===== config.mk =====
export PLATFORM = sky130hd
export DESIGN_NAME = thumb_hw_aligner
export DESIGN_NICKNAME = d
export VERILOG_FILES = /design/src/rtl/thumb_hw_aligner.sv
export SDC_FILE = /design/constraint.sdc
export NUM_CORES = 1
export LEC_CHECK = 0
export CAP_MARGIN = 10
export CORE_ASPECT_RATIO = 1.4
export CORE_MARGIN = 8
export CORE_UTILIZATION = 45
export DETAILED_ROUTE_END_ITERATION = 10
export GPL_TIMING_DRIVEN = 0
export PLACE_DENSITY_LB_ADDON = 0.3
export SYNTH_ARGS = -nofsm -noshare
export SYNTH_HDL_FRONTEND = slang
export SYNTH_SLANG_ARGS = --single-unit

===== constraint.sdc =====
create_clock -name clk -period 3.8 [get_ports clk]
set_input_delay 0.38 -clock clk [delete_from_list [all_inputs] [get_ports clk]]
set_output_delay 0.38 -clock clk [all_outputs]
set_load 0.02 [all_outputs]

===== src/rtl/thumb_hw_aligner.sv =====
// Thumb halfword aligner: buffers fetched halfwords in a 4-entry queue and
// presents complete 16/32-bit instructions with their byte address.
module thumb_hw_aligner #(
    parameter int unsigned ADDR_W = 32
) (
    input  logic              clk,
    input  logic              rst,
    input  logic [15:0]       hw_in,
    input  logic              hw_valid,
    output logic              hw_ready,
    input  logic              flush,
    input  logic [ADDR_W-1:0] flush_addr,
    output logic [31:0]       inst,
    output logic              inst_valid,
    output logic              inst_is32,
    output logic [ADDR_W-1:0] inst_addr,
    input  logic              dec_ready
);

    logic [15:0]       mem_q [4];
    logic [15:0]       mem_d [4];
    logic [1:0]        rd_ptr_q, rd_ptr_d;
    logic [1:0]        wr_ptr_q, wr_ptr_d;
    logic [2:0]        count_q, count_d;
    logic [ADDR_W-1:0] head_addr_q, head_addr_d;
    logic [31:0]       inst_q, inst_d;
    logic              inst_valid_q, inst_valid_d;
    logic              inst_is32_q, inst_is32_d;
    logic [ADDR_W-1:0] inst_addr_q, inst_addr_d;

    logic [15:0] head_hw;
    logic [15:0] next_hw;
    logic        head_is32;
    logic        head_complete;
    logic        load;
    logic        push;
    logic [2:0]  pop_n;

    assign hw_ready = (count_q < 3'd4);

    always_comb begin
        head_hw       = mem_q[rd_ptr_q];
        next_hw       = mem_q[rd_ptr_q + 2'd1];
        head_is32     = (head_hw[15:11] == 5'b11101) ||
                        (head_hw[15:11] == 5'b11110) ||
                        (head_hw[15:11] == 5'b11111);
        head_complete = head_is32 ? (count_q >= 3'd2) : (count_q >= 3'd1);
        load          = head_complete && (!inst_valid_q || dec_ready);
        // A halfword offered during a flush is discarded, not queued.
        push          = hw_valid && hw_ready && !flush;
        pop_n         = load ? (head_is32 ? 3'd2 : 3'd1) : 3'd0;

        mem_d        = mem_q;
        wr_ptr_d     = wr_ptr_q;
        rd_ptr_d     = rd_ptr_q + pop_n[1:0];
        count_d      = count_q + {2'b00, push} - pop_n;
        head_addr_d  = head_addr_q + ADDR_W'({pop_n, 1'b0});
        inst_d       = inst_q;
        inst_valid_d = inst_valid_q;
        inst_is32_d  = inst_is32_q;
        inst_addr_d  = inst_addr_q;

        if (push) begin
            mem_d[wr_ptr_q] = hw_in;
            wr_ptr_d        = wr_ptr_q + 2'd1;
        end

        if (load) begin
            inst_d       = head_is32 ? {head_hw, next_hw} : {head_hw, 16'h0000};
            inst_is32_d  = head_is32;
            inst_addr_d  = head_addr_q;
            inst_valid_d = 1'b1;
        end else if (dec_ready) begin
            inst_valid_d = 1'b0;
        end

        if (flush) begin
            rd_ptr_d     = '0;
            wr_ptr_d     = '0;
            count_d      = '0;
            inst_valid_d = 1'b0;
            head_addr_d  = flush_addr & ~ADDR_W'(1);
        end
    end

    always_ff @(posedge clk or negedge rst) begin
        if (!rst) begin
            mem_q        <= '{default: '0};
            rd_ptr_q     <= '0;
            wr_ptr_q     <= '0;
            count_q      <= '0;
            head_addr_q  <= '0;
            inst_q       <= '0;
            inst_valid_q <= 1'b0;
            inst_is32_q  <= 1'b0;
            inst_addr_q  <= '0;
        end else begin
            mem_q        <= mem_d;
            rd_ptr_q     <= rd_ptr_d;
            wr_ptr_q     <= wr_ptr_d;
            count_q      <= count_d;
            head_addr_q  <= head_addr_d;
            inst_q       <= inst_d;
            inst_valid_q <= inst_valid_d;
            inst_is32_q  <= inst_is32_d;
            inst_addr_q  <= inst_addr_d;
        end
    end

    assign inst       = inst_q;
    assign inst_valid = inst_valid_q;
    assign inst_is32  = inst_is32_q;
    assign inst_addr  = inst_addr_q;

endmodule


==> results.cfg <==
[synth]
yosysSeqAreaShare_pct = 51.16
synth_edf_count = 0
async_reset_ff_share_pct = 100.0
yosys.cell_count.top_type = dfrtp_1
synthTopCellsByArea = dfrtp_1, mux2_2, mux4_2, mux2_4, a22o_1
syn_area_um2 = 8169
yosys_warnings = 0
synth_cell_types = 46
synthFlopType = dfrtp_1
ys_seq_elements = 167
postSynthCellCount = 612
synth_commonest_cells = dfrtp_1, mux2_2, mux2_4
avgSynthCellArea_um2 = 13.35
yosysTopAreaCell = dfrtp_1
synth_fp_nets = 677
yosysTopAreaCellShare_pct = 51.16

[critical_path]
cp.arrival_ns = 3.80
worst-setup-path-type = reg -> reg
critPathMaxFanout = 11
startpoint_type = flip-flop
cp.required_ns = 4.11
r2r_cells = 11
cp-end-kind = flip-flop

[finish]
final_area_um2 = 10320
instances_no_fill = 1005
layout-drive-gt1-share_pct = 25.75
area_growth_syn_to_layout_pct = 26.33
diodes = 0
finish.utilization_pct = 57.81
nets = 817

[grt]
met1_usage_pct = 23.42
use_met3_pct = 4.552
grt_pass1_vias = 6335
antenna_found_initial = 0
grt_max_degree = 103
gr-usage-met2_pct = 32.67
grt_pass1_wl_um = 34410
gr-max-usage-layer = met2
grt_overflow = 0
grt_usage_pct = 19.62

[detailed_routing]
via_count = 5740
first_pass_iters = 6
wl_um = 21220
post_drt_via_cell_ratio = 5.711
routedWlPerCell_um = 21.11
ant_nets = 0
initialDrtViolationCount = 446
drc = 0

[floorplanning]
start_util_pct = 45.76
die_area_um2 = 22780
num_rows = 58
boundaryPins = 120
die_w_um = 129.9
core_area_um2 = 17850
die_h_um = 175.4

[clocking]
htreeDepth = 4
clkTransAtPathRegs_ns = 0.07
cts_sinks = 167
insertion_delay_ns = 0.43
cts_root_buf = clkbuf_16
clock_path_buffers = 2
cts_buffers = 17
tritoncts = yes

[timing]
final.setup.tns_ns = 0
worstMarginPinSlew_ns = 1.060
clock-skew-final_ns = 0.008891
hold_violations = 0
slew_headroom_pct = 28.69
period_needed_ns = 3.489
hold_slack_ns = 0.4688
slew_violations = 0
fin_crit_sh_pct = 91.82
clock.fmax_ghz = 0.2866
setup_viol = 0
rsz0062_at_grt = false

[power_and_ir_drop]
power.density_nw_per_um2 = 825.1
leakage_nw = 4.335
irDropWorstVdd_v = 0.0004372

[placement]
dp_cells = 969
dpl-instance-area_um2 = 9663
routabilityCongestion = 0.9060
dpl.hpwl_um = 14910
io_buffers = 116

[outcome]
status = completed

[hold_path]
hp-class = in -> async

[run]
drv_cap = 0
[critical path, cell delays in order, from the launching register on]
cell and delay, ns:
dfrtp_1 0.38, buf_4 0.18, buf_6 0.19, mux4_2 0.59
o2111ai_4 0.15, nor2_4 0.08, clkbuf_4 0.24, ha_1 0.32
a21oi_2 0.10, nor2_1 0.57, a31oi_1 0.16, or3_1 0.39
[metrics by stage]
| step | power [mW] | setup WS [ns] |
|---|---|---|
| after floorplan | 5.442 | 0.6176 |
| after global placement | 6.608 | -4.232 |
| after detailed placement | 6.763 | -0.6396 |
| after CTS | 8.602 | 0.06129 |
| after global routing | 8.983 | 0.04106 |
| final | 8.515 | 0.3108 |
[registers in the layout, summed over array words and instances (netlist names)]
signal	count
inst_addr	31
inst_is32	1
head_addr_q	31
inst	32
wr_ptr_q	2
count_q	3
inst_valid	1
mem_q	64
rd_ptr_q	2
[logic make-up (layout without fill, tap and decap cells)]
logic type | after synthesis | in the layout | share of synthesized area, %
AND/OR/NAND/NOR | 147 | 147 | 9.267
multiplexers | 143 | 143 | 25.95
other | 1 | 1 | 0.04590
adder cells (fa/ha/maj) | 12 | 12 | 2.022
AO/OA/AOI/OAI | 74 | 74 | 6.923
XOR/XNOR | 13 | 13 | 1.394
buffers and inverters | 55 | 208 | 3.247
flip-flops | 167 | 167 | 51.16
[placed cells by master, fill, tap and decap left out, types with 12 or more instances in the layout]
master / n
dfrtp_1: 167
clkdlybuf4s50_1: 115
mux2_2: 68
mux2_4: 40
nand2_1: 34
mux4_2: 32
nor2_1: 29
clkbuf_1: 22
nand3_1: 21
a22o_1: 18
clkbuf_16: 17
o31ai_1: 14
o21ai_0: 14
inv_1: 14
nand4_1: 13
or4_1: 12
a31oi_1: 12
[area by class of cell]
cell class / count / area (µm²)
clock inverters: 11 / 146.4
inverters: 15 / 56.30
clock buffers: 21 / 460.4
fillers: 1505 / 7532
plain buffers: 40 / 214.0
multi-input cells: 390 / 3737
flip-flops and latches: 167 / 4179
repair buffers: 121 / 1226
well taps: 240 / 300.3
[report_power, final]
| part | internal (mW) | switching (mW) | leakage (nW) |
|---|---|---|---|
| logic | 2.11 | 1.68 | 1.98 |
| registers | 2.44 | 0.482 | 2.07 |
| clock network | 1.07 | 0.728 | 0.282 |
[final timing paths]
kind                              from  slack (ns)               to
max in group asynchronous          rst        2.40  head_addr_q[30]
max                        rd_ptr_q[0]        0.31  head_addr_q[26]
max reg2reg                rd_ptr_q[0]        0.31  head_addr_q[26]
min                                rst        0.47     inst_addr[6]
min reg2reg                  inst_is32        0.49        inst_is32
min in group clk             inst_is32        0.49        inst_is32
[routing by layer]
metal | share of wire, % | wire length, µm
met5 | 0 | 0
met4 | 3.0 | 632
met3 | 6.4 | 1350
met2 | 50 | 10700
met1 | 40 | 8529
[timing repair]
item,in CTS,in global routing
endpoints found under the setup margin,19,11
buffers inserted,1,2
hold buffers,1,0
resized for setup,3,5
hold endpoints to repair,65,0
pin swaps,1,1
(Power assumes the default switching activity.)
